[src/rtl/mem_arbiter.sv]
// mem_arbiter: shares one single-ported word Memory between the I-cache and
// D-cache miss paths. One requester is granted at a time. Each grant runs a
// burst of BLOCK_WORDS words, and each word (beat) holds the Memory address and
// enable for WORD_LAT cycles. I-cache bursts are reads. D-cache bursts are
// reads or write-backs, selected by dc_we at grant.
//
// Optional feature: define MEM_ARB_RR_EN to grant ties round-robin (to the
// requester that did not win the previous tie). Without it, D beats I on a tie.
//
// Ports:
//   clock, reset (async, active-low)
//   ic_req/ic_addr                    -> I-cache block read request
//   ic_rdata/ic_rvalid/ic_done        <- per-word read data, burst complete
//   dc_req/dc_we/dc_addr/dc_wdata     -> D-cache block request, write word
//   dc_wready                         <- write word consumed (last cycle of beat)
//   dc_rdata/dc_rvalid/dc_done        <- per-word read data, burst complete
//   mem_ren/mem_wen/mem_addr/mem_din  -> Memory controls
//   mem_dout                          <- Memory read data (combinational)
//   busy                              <- burst in progress or completing
module mem_arbiter #(
  parameter int BLOCK_WORDS = 4,
  parameter int WORD_LAT    = 2
) (
  input  logic        clock,
  input  logic        reset,
  input  logic        ic_req,
  input  logic [31:0] ic_addr,
  output logic [31:0] ic_rdata,
  output logic        ic_rvalid,
  output logic        ic_done,
  input  logic        dc_req,
  input  logic        dc_we,
  input  logic [31:0] dc_addr,
  input  logic [31:0] dc_wdata,
  output logic        dc_wready,
  output logic [31:0] dc_rdata,
  output logic        dc_rvalid,
  output logic        dc_done,
  output logic        mem_ren,
  output logic        mem_wen,
  output logic [31:0] mem_addr,
  output logic [31:0] mem_din,
  input  logic [31:0] mem_dout,
  output logic        busy
);

  localparam int BEAT_W = $clog2(BLOCK_WORDS);
  localparam int LAT_W  = (WORD_LAT > 1) ? $clog2(WORD_LAT) : 1;
  localparam logic [BEAT_W-1:0] LAST_BEAT = BEAT_W'(BLOCK_WORDS - 1);
  localparam logic [LAT_W-1:0]  LAST_LAT  = LAT_W'(WORD_LAT - 1);
  localparam logic [31:0]       ADDR_MASK = ~(32'(BLOCK_WORDS - 1));

  typedef enum logic [1:0] {
    S_IDLE  = 2'd0,
    S_BURST = 2'd1,
    S_DONE  = 2'd2
  } state_t;

  state_t            r_state;
  state_t            w_state_nxt;
  logic              r_owner_d;   // 1 = D-cache owns the burst
  logic              r_we;        // burst direction, fixed at grant
  logic [31:0]       r_base;
  logic [BEAT_W-1:0] r_beat;
  logic [LAT_W-1:0]  r_lat;
  logic [31:0]       r_rdata;
  logic              r_ic_rvalid;
  logic              r_dc_rvalid;

  logic w_any_req;
  logic w_grant;
  logic w_grant_d;
  logic w_beat_end;
  logic w_owner_req;

  assign w_any_req   = ic_req | dc_req;
  assign w_grant     = (r_state == S_IDLE) && w_any_req;
  assign w_beat_end  = (r_lat == LAST_LAT);
  assign w_owner_req = r_owner_d ? dc_req : ic_req;

`ifdef MEM_ARB_RR_EN
  // Winner of the most recent tie; a new tie goes to the other requester.
  // Resets to I so the first tie after reset goes to D.
  logic r_last_d;

  assign w_grant_d = dc_req && (!ic_req || !r_last_d);

  always_ff @(posedge clock or negedge reset) begin
    if (!reset) begin
      r_last_d <= 1'b0;
    end else if (w_grant && ic_req && dc_req) begin
      r_last_d <= w_grant_d;
    end
  end
`else
  assign w_grant_d = dc_req;
`endif

  always_ff @(posedge clock or negedge reset) begin
    if (!reset) begin
      r_state <= S_IDLE;
    end else begin
      r_state <= w_state_nxt;
    end
  end

  always_comb begin
    w_state_nxt = r_state;
    case (r_state)
      S_IDLE:  if (w_any_req) w_state_nxt = S_BURST;
      S_BURST: if (w_beat_end && (r_beat == LAST_BEAT)) w_state_nxt = S_DONE;
      S_DONE:  w_state_nxt = S_IDLE;
      default: w_state_nxt = S_IDLE;
    endcase
  end

  always_ff @(posedge clock or negedge reset) begin
    if (!reset) begin
      r_owner_d   <= 1'b0;
      r_we        <= 1'b0;
      r_base      <= 32'h0;
      r_beat      <= '0;
      r_lat       <= '0;
      r_rdata     <= 32'h0;
      r_ic_rvalid <= 1'b0;
      r_dc_rvalid <= 1'b0;
    end else begin
      r_ic_rvalid <= 1'b0;
      r_dc_rvalid <= 1'b0;
      if (w_grant) begin
        r_owner_d <= w_grant_d;
        r_we      <= w_grant_d && dc_we;
        r_base    <= (w_grant_d ? dc_addr : ic_addr) & ADDR_MASK;
        r_beat    <= '0;
        r_lat     <= '0;
      end else if (r_state == S_BURST) begin
        if (w_beat_end) begin
          // Beat counter wraps to 0 after the last beat, ready for next grant.
          r_lat  <= '0;
          r_beat <= r_beat + 1'b1;
          if (!r_we) begin
            r_rdata     <= mem_dout;
            r_ic_rvalid <= !r_owner_d;
            r_dc_rvalid <= r_owner_d;
          end
        end else begin
          r_lat <= r_lat + 1'b1;
        end
      end
    end
  end

  always_comb begin
    mem_ren   = 1'b0;
    mem_wen   = 1'b0;
    mem_addr  = 32'h0;
    mem_din   = 32'h0;
    dc_wready = 1'b0;
    if (r_state == S_BURST) begin
      mem_addr = r_base + 32'(r_beat);
      if (r_we) begin
        mem_wen   = 1'b1;
        mem_din   = dc_wdata;
        dc_wready = w_beat_end;
      end else begin
        mem_ren = 1'b1;
      end
    end
  end

  assign ic_done   = (r_state == S_DONE) && !r_owner_d;
  assign dc_done   = (r_state == S_DONE) && r_owner_d;
  assign busy      = (r_state != S_IDLE);
  assign ic_rdata  = r_rdata;
  assign dc_rdata  = r_rdata;
  assign ic_rvalid = r_ic_rvalid;
  assign dc_rvalid = r_dc_rvalid;

`ifndef SYNTHESIS
  // A requester that lets go mid-burst still gets its full burst; flag it.
  logic r_sim_req_q;

  always_ff @(posedge clock or negedge reset) begin
    if (!reset) begin
      r_sim_req_q <= 1'b0;
    end else begin
      r_sim_req_q <= w_owner_req;
      if ((r_state == S_BURST) && r_sim_req_q && !w_owner_req) begin
        $display("mem_arbiter warning: %s-cache request dropped mid-burst at %0t",
                 r_owner_d ? "D" : "I", $time);
      end
    end
  end
`endif

endmodule

[config.mk]
export PLATFORM = sky130hd
export DESIGN_NAME = mem_arbiter
export DESIGN_NICKNAME = d
export VERILOG_FILES = /design/src/rtl/mem_arbiter.sv
export SDC_FILE = /design/constraint.sdc
export NUM_CORES = 1
export LEC_CHECK = 0
export CORE_AREA = 2 2 104 106
export DETAILED_ROUTE_END_ITERATION = 12
export DIE_AREA = 0 0 106 108
export GPL_TIMING_DRIVEN = 1
export HOLD_SLACK_MARGIN = 0.1
export PLACE_DENSITY_LB_ADDON = 0.25
export SLEW_MARGIN = 20
export SYNTH_ARGS = -nofsm -noshare
export SYNTH_HDL_FRONTEND = slang
export SYNTH_SLANG_ARGS = --single-unit
[constraint.sdc]
create_clock -name clock -period 2.4 [get_ports clock]
set_input_delay 0.48 -clock clock [delete_from_list [all_inputs] [get_ports clock]]
set_output_delay 0.48 -clock clock [all_outputs]
set_load 0.02 [all_outputs]
Yosys cells after proc, flatten, opt, wreduce, memory -nomap -nowiden
Cells that the tools add are included.
{"block": "totals", "regBits": 71, "output_inout_bits": 136}
{"block": "op_classes", "n_reduce_logical": 13, "n_eq_ne": 5, "add_sub_neg": 3, "mux": 27, "bitwise_logic": 3}
{"cell": "$mux W32", "count": 4}
{"cell": "$add A32 B2 Y32", "count": 1}
{"cell": "$mux W1", "count": 17}
{"cell": "$mux W2", "count": 5}
{"cell": "$reduce_bool A2 Y1", "count": 3}
{"cell": "$logic_and A1 B1 Y1", "count": 5}
{"cell": "$eq A2 B2 Y1 const B", "count": 2}
{"cell": "$ne A2 B2 Y1 const B", "count": 2}
{"cell": "$pmux W2 S2", "count": 1}
{"cell": "$reduce_and A2 Y1", "count": 2}
{"cell": "$reduce_and A4 Y1", "count": 1}
{"cell": "$add A2 B1 Y2 const B", "count": 1}
{"cell": "$eq A2 B1 Y1 const B", "count": 1}
{"cell": "$logic_not A2 Y1", "count": 1}
{"cell": "$not A1 Y1", "count": 2}
{"cell": "$add A1 B1 Y1 const B", "count": 1}
{"cell": "$logic_not A1 Y1", "count": 1}
{"cell": "$or A1 B1 Y1", "count": 1}

Longest topological paths before layout
Gate-level depths: netlist (run 1).
{"block": "logic_depth", "word_depth": 5, "mapped_depth": 5, "depth_no_buf": 4}

Worst setup path before layout (run 1)
Ideal clock, no wire load.
{"block": "synth_path", "kind": "input-to-reg", "from": "input port dc_req", "to": "register r_base[13]", "slack_ns": 0.686, "arrival_time_ns": 1.590, "setup_time_ns": 0.125, "path_stages": 4, "path_buffers": 2, "cell_sequence": "buf_2 > clkbuf_1 > mux2_2 > mux2_2"}
{"block": "synth_via", "elab_chain_cells": 2, "word_cells_on_any_way": 3}
{"element": "start: declaration", "line_no": "31", "rtl": "input logic dc_req,"}
{"element": "$or A1 B1 Y1", "line_no": "76", "rtl": "assign w_any_req = ic_req | dc_req;"}
{"element": "$logic_and A1 B1 Y1", "line_no": "77", "rtl": "assign w_grant = (r_state == S_IDLE) && w_any_req;"}
{"element": "end signal: assignment", "line_no": "133", "rtl": "r_base <= (w_grant_d ? dc_addr : ic_addr) & ADDR_MASK;"}
{"element": "end: declaration", "line_no": "63", "rtl": "logic [31:0] r_base;"}
Several ways; a longest one is shown, not always the timed one.
A chain may end at the register's enable or synchronous reset.

Worst setup path after layout (run 1)
{"block": "layout_path", "from": "register r_state[0]", "to": "output port ic_done"}
{"block": "layout_via", "elab_chain_cells": 2}
{"element": "start: declaration", "line_no": "59", "rtl": "state_t r_state;"}
{"element": "start signal: assignment", "line_no": "103", "rtl": "r_state <= w_state_nxt;"}
{"element": "$eq A2 B2 Y1", "line_no": "171", "rtl": "assign ic_done = (r_state == S_DONE) && !r_owner_d;"}
{"element": "$logic_and A1 B1 Y1", "line_no": "171"}
{"element": "end: declaration", "line_no": "30", "rtl": "output logic ic_done,"}
No other way between the ends.

==> impl_table.tex, run 1 <==
\begin{tabular}{lr}
\hline
Metric & Value \\
\hline
\multicolumn{2}{l}{\textbf{Status}} \\
\quad Result of the run & completed \\
\multicolumn{2}{l}{\textbf{Detailed routing}} \\
\quad Number of detailed-route iterations in the first pass & 4 \\
\quad Avg WL per Cell & roughly 16 um \\
\quad Starting DRC count in detailed routing & 101 \\
\quad WL met1 & 4.41 mm \\
\quad Sum of routed wire length over all layers & $\sim$11 mm \\
\quad DRC violations left & 0 \\
\quad Detailed route wirelength on metal2 & 5.86 mm \\
\quad DRT antenna net count & 0 \\
\quad Met3 wirelength from detailed routing & 847 um \\
\quad Average via count per standard cell & 4.62 \\
\quad Max Used Layer & met4 \\
\quad Overall via count from detail\_route & around 3.2k \\
\multicolumn{2}{l}{\textbf{Worst hold path}} \\
\quad Hold/Removal Path Class & flip-flop to flip-flop \\
\multicolumn{2}{l}{\textbf{Global routing}} \\
\quad Overall routing resource usage & 19.2\% \\
\quad First-pass GRT wire length & 17.2 mm \\
\quad Overflow left after global routing & 0 \\
\quad Antenna violations before repair & 0 \\
\quad Pin count of the biggest net entering global routing & 44 \\
\quad Vias in the first global route & 3,254 \\
\multicolumn{2}{l}{\textbf{Finish}} \\
\quad Antenna fix cells & 0 \\
\quad Leading cell type in the layout, fill and taps excluded & sky130\_fd\_sc\_hd\_\_clkdlybuf4s50\_1 \\
\quad Growth of design area from synthesis to finish & 68.8\% \\
\quad Top library cells by usage in the layout, fill and taps aside & 195 x sky130\_fd\_sc\_hd\_\_clkdlybuf4s50\_1, 69 x sky130\_fd\_sc\_hd\_\_dfrtp\_1, 63 x sky130\_fd\_sc\_hd\_\_mux2\_2 \\
\quad Final core utilization & roughly two thirds \\
\quad Fraction of final layout cells sized beyond drive strength 1 & 23.5\% \\
\quad Nets & 679 \\
\quad Layout filler cell count & 861 \\
\multicolumn{2}{l}{\textbf{Timing}} \\
\quad Actual transition at the worst max-transition pin & roughly 0.41 ns \\
\quad Post-Route Setup TNS & 0 ns \\
\quad Share of the clock period used by the worst path after layout & 95.5\% \\
\quad Normalized max-slew margin & 72.4\% \\
\quad Setup repair after global routing missed its margin & false \\
\quad Top achievable clock speed & 436 MHz \\
\quad Clock period minus final worst setup slack & 2.29 ns \\
\quad Clock Skews & 0.0103 ns \\
\quad Final number of max-transition violations & 0 \\
\quad Number of setup violations in the final report & 0 \\
\quad Post-layout worst setup margin & 0.108 ns \\
\quad Hold violation total from the final report & 0 \\
\multicolumn{2}{l}{\textbf{Worst setup path}} \\
\quad Req. time, crit path & roughly 1.9 ns \\
\quad Setup crit end kind & output pin \\
\quad Highest-delay cell along the critical path & sky130\_fd\_sc\_hd\_\_clkdlybuf4s50\_1 \\
\quad Crit-path cells & buf\_4 > nor3b\_1 > clkdlybuf4s50\_1 \\
\quad Count of buffer and inverter cells on the critical path & 2 \\
\quad Startpoint type of the worst setup path & flip-flop \\
\quad Biggest cell delay along the critical path & 0.67 ns \\
\quad Crit Path Max Fanout & 7 \\
\quad Family with the most delay on the worst path & buffers and inverters \\
\quad Path type of the worst setup path & flip-flop to output pin \\
\quad Endpoint arrival time on the critical path & 1.81 ns \\
\multicolumn{2}{l}{\textbf{Synth}} \\
\quad Mean instance size in the synthesized netlist & 12.6 um2 \\
\quad Ys flop type & sky130\_fd\_sc\_hd\_\_dfrtp\_1 \\
\quad Total nets after synthesis & 445 \\
\quad Post-synthesis sequential area ratio & 45.2\% \\
\quad Async set or reset register ratio after synthesis & 100\% \\
\quad Number of enable flip-flop cells after synthesis & 0 \\
\quad Gate count of the mapped netlist & 311 \\
\quad Cell variety after synth & 29 \\
\quad Post-synthesis instance area & 0.00393 mm2 \\
\quad Syn. warnings & 0 \\
\quad Number of synthesized register bits & 71 \\
\multicolumn{2}{l}{\textbf{Clocking}} \\
\quad Sink Count & 71 \\
\quad Master cell of the clock root buffer & sky130\_fd\_sc\_hd\_\_clkbuf\_8 \\
\quad TritonCTS Buffers & 9 \\
\quad Number of buffers inserted by post-CTS setup repair & 0 \\
\quad CTS max path bufs & 2 \\
\quad TritonCTS clock tree & yes \\
\quad Number of H-tree levels & 3 \\
\quad Clock latency at the later pin of the worst-skew pair & between 0.3 and 0.4 ns \\
\quad Clock transition at the registers of the reported paths & about 0.070 ns \\
\multicolumn{2}{l}{\textbf{Place}} \\
\quad Hpwl dp & 8.49 mm \\
\quad Final weighted congestion in routability-driven placement & 0.741 \\
\quad Pre-CTS setup slack & 0.124 ns \\
\quad Port Buffers & 264 \\
\multicolumn{2}{l}{\textbf{Die}} \\
\quad Number of ports placed on the die boundary & roughly 270 \\
\quad Die Width & 106 um \\
\quad Core area & 0.0102 mm2 \\
\quad Initial Util & about two fifths \\
\quad Die Outline Area & 0.0114 mm2 \\
\quad Die height & between 100 and 150 um \\
\quad Site row count & 37 \\
\multicolumn{2}{l}{\textbf{Pwr}} \\
\quad Worst vdd ir & 0.602 mV \\
\quad Cell Pwr Density & 1310 mW/mm2 \\
\quad Leak Pwr & just over 3 nW \\
\multicolumn{2}{l}{\textbf{Run}} \\
\quad Max-cap viol count & 0 \\
\hline
\end{tabular}
-- logic make-up after synthesis --
family | Yosys count | share of synthesized area (%)
buffers and inverters | 55 | 10.4
XOR/XNOR | 2 | 0.445
AND/OR/NAND/NOR | 84 | 13.4
adder cells (fa/ha/maj) | 1 | 0.318
multiplexers | 92 | 29.1
flip-flops | 71 | 45.2
AO/OA/AOI/OAI | 6 | 1.24
-- power breakdown --
| group | switching [mW] | internal, mW | total, mW |
|---|---|---|---|
| Combinational | 2.58 | 2.92 | 5.50 |
| Sequential | 0.457 | 1.81 | 2.27 |
| Clock | 0.453 | 0.481 | 0.934 |
-- stage by stage --
step	power (mW)	area, um2	hold WS, ns	instances
2_1_floorplan	5.82	3930	0.184	311
4_1_cts	8.81	6630	0.505	686
6_report	8.70	6640	0.500	686
3_3_place_gp	7.97	6470	0.435	668
3_5_place_dp	8.09	6470	0.432	668
5_1_grt	9.22	6640	0.520	686
-- state kept, by name, summed over array words and instances, names as in the netlist --
signal     flops
dc_rvalid      1
r_owner_d      1
r_lat          1
r_beat         2
ic_rvalid      1
r_base        30
r_we           1
dc_rdata      32
r_state        2
-- repair_timing --
action | in CTS | in global routing
gates resized for setup | 67 | 13
setup endpoints to repair | 66 | 11
hold buffers | 1 | 0
hold endpoints to repair | 28 | 0
cloned | 1 | 0
-- area by class of cell --
class / instances / area (um2) / area share, %
Clock inverter: 5 / 58.8 / 0.886
Sequential cell: 71 / 1780 / 26.8
Clock buffer: 11 / 131 / 1.98
Timing Repair Buffer: 277 / 2740 / 41.2
Multi-Input combinational cell: 185 / 1760 / 26.5
Tap cell: 136 / 170 / 2.56
Inverter: 1 / 3.75 / 0.0565
-- final timing paths --
kind / start / endpoint / slack (ns) / depth (start not counted)
worst max-delay path: r_state[0] / ic_done / 0.11 / 3
max in group asynchronous: reset / r_base[22] / 1.20 / 3
worst max register to register: r_we / dc_rdata[0] / 0.57 / 4
min in group asynchronous: reset / r_base[15] / 0.63 / 2
worst min register to register: r_base[29] / r_base[29] / 0.50 / 1
worst min-delay path: r_base[29] / r_base[29] / 0.50 / 1
-- Yosys cell counts, types with 2 or more instances --
| library cell | n | share of area [%] |
|---|---|---|
| sky130_fd_sc_hd__nand2_1 | 5 | 0.48 |
| sky130_fd_sc_hd__nor2b_1 | 2 | 0.32 |
| sky130_fd_sc_hd__dfrtp_1 | 71 | 45 |
| sky130_fd_sc_hd__buf_2 | 4 | 0.51 |
| sky130_fd_sc_hd__nor2_1 | 3 | 0.29 |
| sky130_fd_sc_hd__buf_4 | 35 | 6.7 |
| sky130_fd_sc_hd__mux2_4 | 29 | 11 |
| sky130_fd_sc_hd__mux2_2 | 63 | 18 |
| sky130_fd_sc_hd__and3_1 | 34 | 5.4 |
| sky130_fd_sc_hd__buf_12 | 4 | 2.0 |
| sky130_fd_sc_hd__and2_1 | 33 | 5.2 |
| sky130_fd_sc_hd__clkbuf_1 | 11 | 1.0 |
-- per-layer routing --
| layer | vias to the layer above | track usage (%) |
|---|---|---|
| li1 | 1502 | - |
| met1 | 1528 | 23.0 |
| met2 | 137 | 34.0 |
| met3 | 5 | 5.79 |
| met4 | 0 | 4.23 |
| met5 | - | 0 |
No activity file was read; power rests on OpenSTA's default activity.
==> run 2, diff against run 1 <==
- CORE_AREA: 2 2 104 106 -> default
- CORE_UTILIZATION: default -> 36
- DIE_AREA: 0 0 106 108 -> default
- REMOVE_ABC_BUFFERS: default -> 1
- clock period: 2.4 -> 2.6 ns (I/O delays scaled with it)
==> run 2 against run 1 <==
Sequential power decreased by 7%. Core utilization decreased by 0.68 points. Sequential share of layout area decreased by 0.35 points. Non-clock buffer count decreased by 4. Final cell count decreased by 0.58%. Design area increased by 1.2%. Worst setup slack got worse by 0.034 ns. Largest cell class unchanged.
==> impl_table.tex, run 2 (synthesized netlist as in run 1, its figures left out) <==
\begin{tabular}{lr}
\hline
Metric & Value \\
\hline
\multicolumn{2}{l}{\textbf{Global routing}} \\
\quad Pin count of the biggest net entering global routing & 72 (was 44) \\
\quad Vias in the first global route & 3,351 (was 3,254) \\
\quad Overflow left after global routing & 0 (unchanged) \\
\quad Overall routing resource usage & 19.0\% (was 19.2\%) \\
\quad Antenna violations before repair & 0 (unchanged) \\
\quad First-pass GRT wire length & 16.6 mm (was 17.2 mm) \\
\multicolumn{2}{l}{\textbf{Clocking}} \\
\quad Master cell of the clock root buffer & sky130\_fd\_sc\_hd\_\_clkbuf\_8 (unchanged) \\
\quad Clock latency at the later pin of the worst-skew pair & 0.34 ns (about the same) \\
\quad Sink Count & 71 (unchanged) \\
\quad Clock transition at the registers of the reported paths & 0.07 ns (about the same) \\
\quad Number of H-tree levels & 3 (unchanged) \\
\quad CTS max path bufs & 2 (unchanged) \\
\quad TritonCTS clock tree & yes (unchanged) \\
\quad TritonCTS Buffers & 9 (unchanged) \\
\multicolumn{2}{l}{\textbf{Detailed routing}} \\
\quad Starting DRC count in detailed routing & 88 (was 101) \\
\quad Avg WL per Cell & 16.1 um (was 16.3 um) \\
\quad Number of detailed-route iterations in the first pass & 4 (unchanged) \\
\quad Sum of routed wire length over all layers & 11.0 mm (was 11.2 mm) \\
\quad Overall via count from detail\_route & 3,181 (was 3,172) \\
\quad DRT antenna net count & 0 (unchanged) \\
\quad DRC violations left & 0 (unchanged) \\
\quad Average via count per standard cell & 4.66 (was 4.62) \\
\multicolumn{2}{l}{\textbf{Run}} \\
\quad Max-cap viol count & 0 (unchanged) \\
\multicolumn{2}{l}{\textbf{Die}} \\
\quad Die Outline Area & 0.0113 mm2 (was 0.0114 mm2) \\
\quad Number of ports placed on the die boundary & 269 (unchanged) \\
\quad Die Width & 107 um (was 106 um) \\
\quad Initial Util & 37.6\% (was 38.4\%) \\
\quad Die height & 107 um (was 108 um) \\
\quad Site row count & 37 (unchanged) \\
\quad Core area & 0.0105 mm2 (was 0.0102 mm2) \\
\multicolumn{2}{l}{\textbf{Place}} \\
\quad Final weighted congestion in routability-driven placement & 0.733 (was 0.741) \\
\quad Pre-CTS setup slack & 0.260 ns (was 0.124 ns) \\
\quad Hpwl dp & 8.34 mm (was 8.49 mm) \\
\quad Total placed cells including tap cells & 666 (was 668) \\
\quad Port Buffers & 264 (unchanged) \\
\multicolumn{2}{l}{\textbf{Timing}} \\
\quad Number of setup violations in the final report & 0 (unchanged) \\
\quad Clock Skews & 0.00565 ns (was 0.0103 ns) \\
\quad Setup repair after global routing missed its margin & false (unchanged) \\
\quad Top achievable clock speed & 396 MHz \\
\quad Clock period minus final worst setup slack & approximately 2.5 ns \\
\quad Actual transition at the worst max-transition pin & 0.903 ns (was 0.414 ns) \\
\quad Post-Route Setup TNS & 0 ns (unchanged) \\
\quad Hold violation total from the final report & 0 (unchanged) \\
\quad Share of the clock period used by the worst path after layout & 97.1\% \\
\quad Post-layout worst setup margin & 0.0742 ns (was 0.108 ns) \\
\quad Final number of max-transition violations & 0 (unchanged) \\
\quad Normalized max-slew margin & 39.8\% (was 72.4\%) \\
\multicolumn{2}{l}{\textbf{Finish}} \\
\quad Leading cell type in the layout, fill and taps excluded & sky130\_fd\_sc\_hd\_\_clkdlybuf4s50\_1 (unchanged) \\
\quad Top library cells by usage in the layout, fill and taps aside & 234 x sky130\_fd\_sc\_hd\_\_clkdlybuf4s50\_1, 69 x sky130\_fd\_sc\_hd\_\_dfrtp\_1, 63 x sky130\_fd\_sc\_hd\_\_mux2\_2 (was 195 x sky130\_fd\_sc\_hd\_\_clkdlybuf4s50\_1, 69 x sky130\_fd\_sc\_hd\_\_dfrtp\_1, 63 x sky130\_fd\_sc\_hd\_\_mux2\_2) \\
\quad Antenna fix cells & 0 (unchanged) \\
\quad Growth of design area from synthesis to finish & 70.8\% (was 68.8\%) \\
\quad Fraction of final layout cells sized beyond drive strength 1 & 22.9\% (was 23.5\%) \\
\quad Layout filler cell count & 838 (was 861) \\
\quad Nets & 675 (was 679) \\
\quad Final cell count without fillers & 682 (was 686) \\
\quad Largest register FFs & 32 (unchanged) \\
\multicolumn{2}{l}{\textbf{Worst setup path}} \\
\quad Worst-case register-to-register setup slack & 0.67 ns (was 0.57 ns) \\
\quad Crit. Startpoint & r\_state[1] (was r\_state[0]) \\
\quad Destination of the worst register-to-register timing path & dc\_rdata[15] (was dc\_rdata[0]) \\
\quad Setup crit end kind & output pin (unchanged) \\
\quad Logic depth of the worst register-to-register path & 4 (unchanged) \\
\quad Capturing instance or port of the critical path & mem\_addr[18] (was ic\_done) \\
\quad Startpoint type of the worst setup path & flip-flop (unchanged) \\
\quad Endpoint arrival time on the critical path & 2.01 ns (was 1.81 ns) \\
\quad Crit Path Max Fanout & 49 (was 7) \\
\quad Path type of the worst setup path & flip-flop to output pin (unchanged) \\
\quad Reg-to-reg critical path startpoint & r\_we (unchanged) \\
\quad Req. time, crit path & 2.08 ns (was 1.92 ns) \\
\multicolumn{2}{l}{\textbf{Pwr}} \\
\quad Leak Pwr & 3.27 nW (was 3.07 nW) \\
\quad Cell Pwr Density & 1230 mW/mm2 (was 1310 mW/mm2) \\
\quad Worst vdd ir & 0.745 mV (was 0.602 mV) \\
\multicolumn{2}{l}{\textbf{Status}} \\
\quad Result of the run & completed (unchanged) \\
\multicolumn{2}{l}{\textbf{Worst hold path}} \\
\quad Hold/Removal Path Class & primary input to asynchronous set/reset pin (was flip-flop to flip-flop) \\
\hline
\end{tabular}
[run 2: cell type report]
cell class                      instances  area (um2)  area share, %
Clock buffer                           14         173           2.57
Clock inverter                          2        37.5          0.559
Inverter                                1        3.75         0.0559
Multi-Input combinational cell        185        1760           26.2
Sequential cell                        71        1780           26.5
Tap cell                              136         170           2.53
Timing Repair Buffer                  273        2800           41.6
[run 2: metal layers]
layer / vias to the layer above / wire length, um / global-route usage (%)
met5: - / 0 / 0
met4: 0 / 106 / 5.09
met3: 9 / 1150 / 7.48
met2: 160 / 5730 / 35.7
met1: 1521 / 4010 / 19.3
li1: 1491 / - / -
[run 2: worst min path at each step]
| stage | start | end | slack [ns] | cells after the start |
|---|---|---|---|---|
| 6_report | reset | dc_rdata[25] | 0.30 | 1 |
| 5_1_grt | reset | dc_rdata[25] | 0.37 | 1 |
| 4_1_cts | reset | dc_rdata[25] | 0.33 | 1 |
| 3_5_place_dp | r_base[7] | r_base[7] | 0.49 | 1 |
| 3_3_place_gp | r_base[27] | r_base[27] | 0.48 | 1 |
| 2_1_floorplan | reset | dc_rdata[0] | 0.22 | 0 |
[run 2: repair_timing]
| item | 4_1_cts | 5_1_grt |
|---|---|---|
| gates resized for setup | 3 | 28 |
| gates cloned | 0 | 0 |
| endpoints found under the hold margin | 0 | 0 |
| endpoints found under the setup margin | 45 | 25 |
| buffers inserted | 0 | 0 |
| hold buffers | 0 | 0 |
[run 2: power by group]
part	internal, mW	switching (mW)	leakage [nW]
logic	2.86	2.36	2.33
registers	1.67	0.439	0.837
clock network	0.523	0.399	0.103
total	5.06	3.20	3.27
[run 2: metrics by stage]
stage                     hold WS [ns]  util (%)  instance area (um2)  power, mW
final                            0.301      64.2                 6720       8.26
after global routing             0.367      64.2                 6720       8.69
after CTS                        0.334      63.5                 6650       8.37
after detailed placement         0.487      61.5                 6430       7.41
after global placement           0.481      61.5                 6430       7.32
after floorplan                  0.224         -                 3530       4.79
[run 2: critical path, stage by stage (launching register included)]
cell	delay, ns
sky130_fd_sc_hd__dfrtp_1	0.47
sky130_fd_sc_hd__nor2b_4	0.19
sky130_fd_sc_hd__buf_12	0.21
sky130_fd_sc_hd__and2_1	0.15
sky130_fd_sc_hd__clkdlybuf4s50_1	0.63
==> run 3, diff against run 2 <==
- CTS_CLUSTER_SIZE: default -> 30
==> results of run 3 <==
The final DEF is identical to that of run 2; final timing and power are the same.
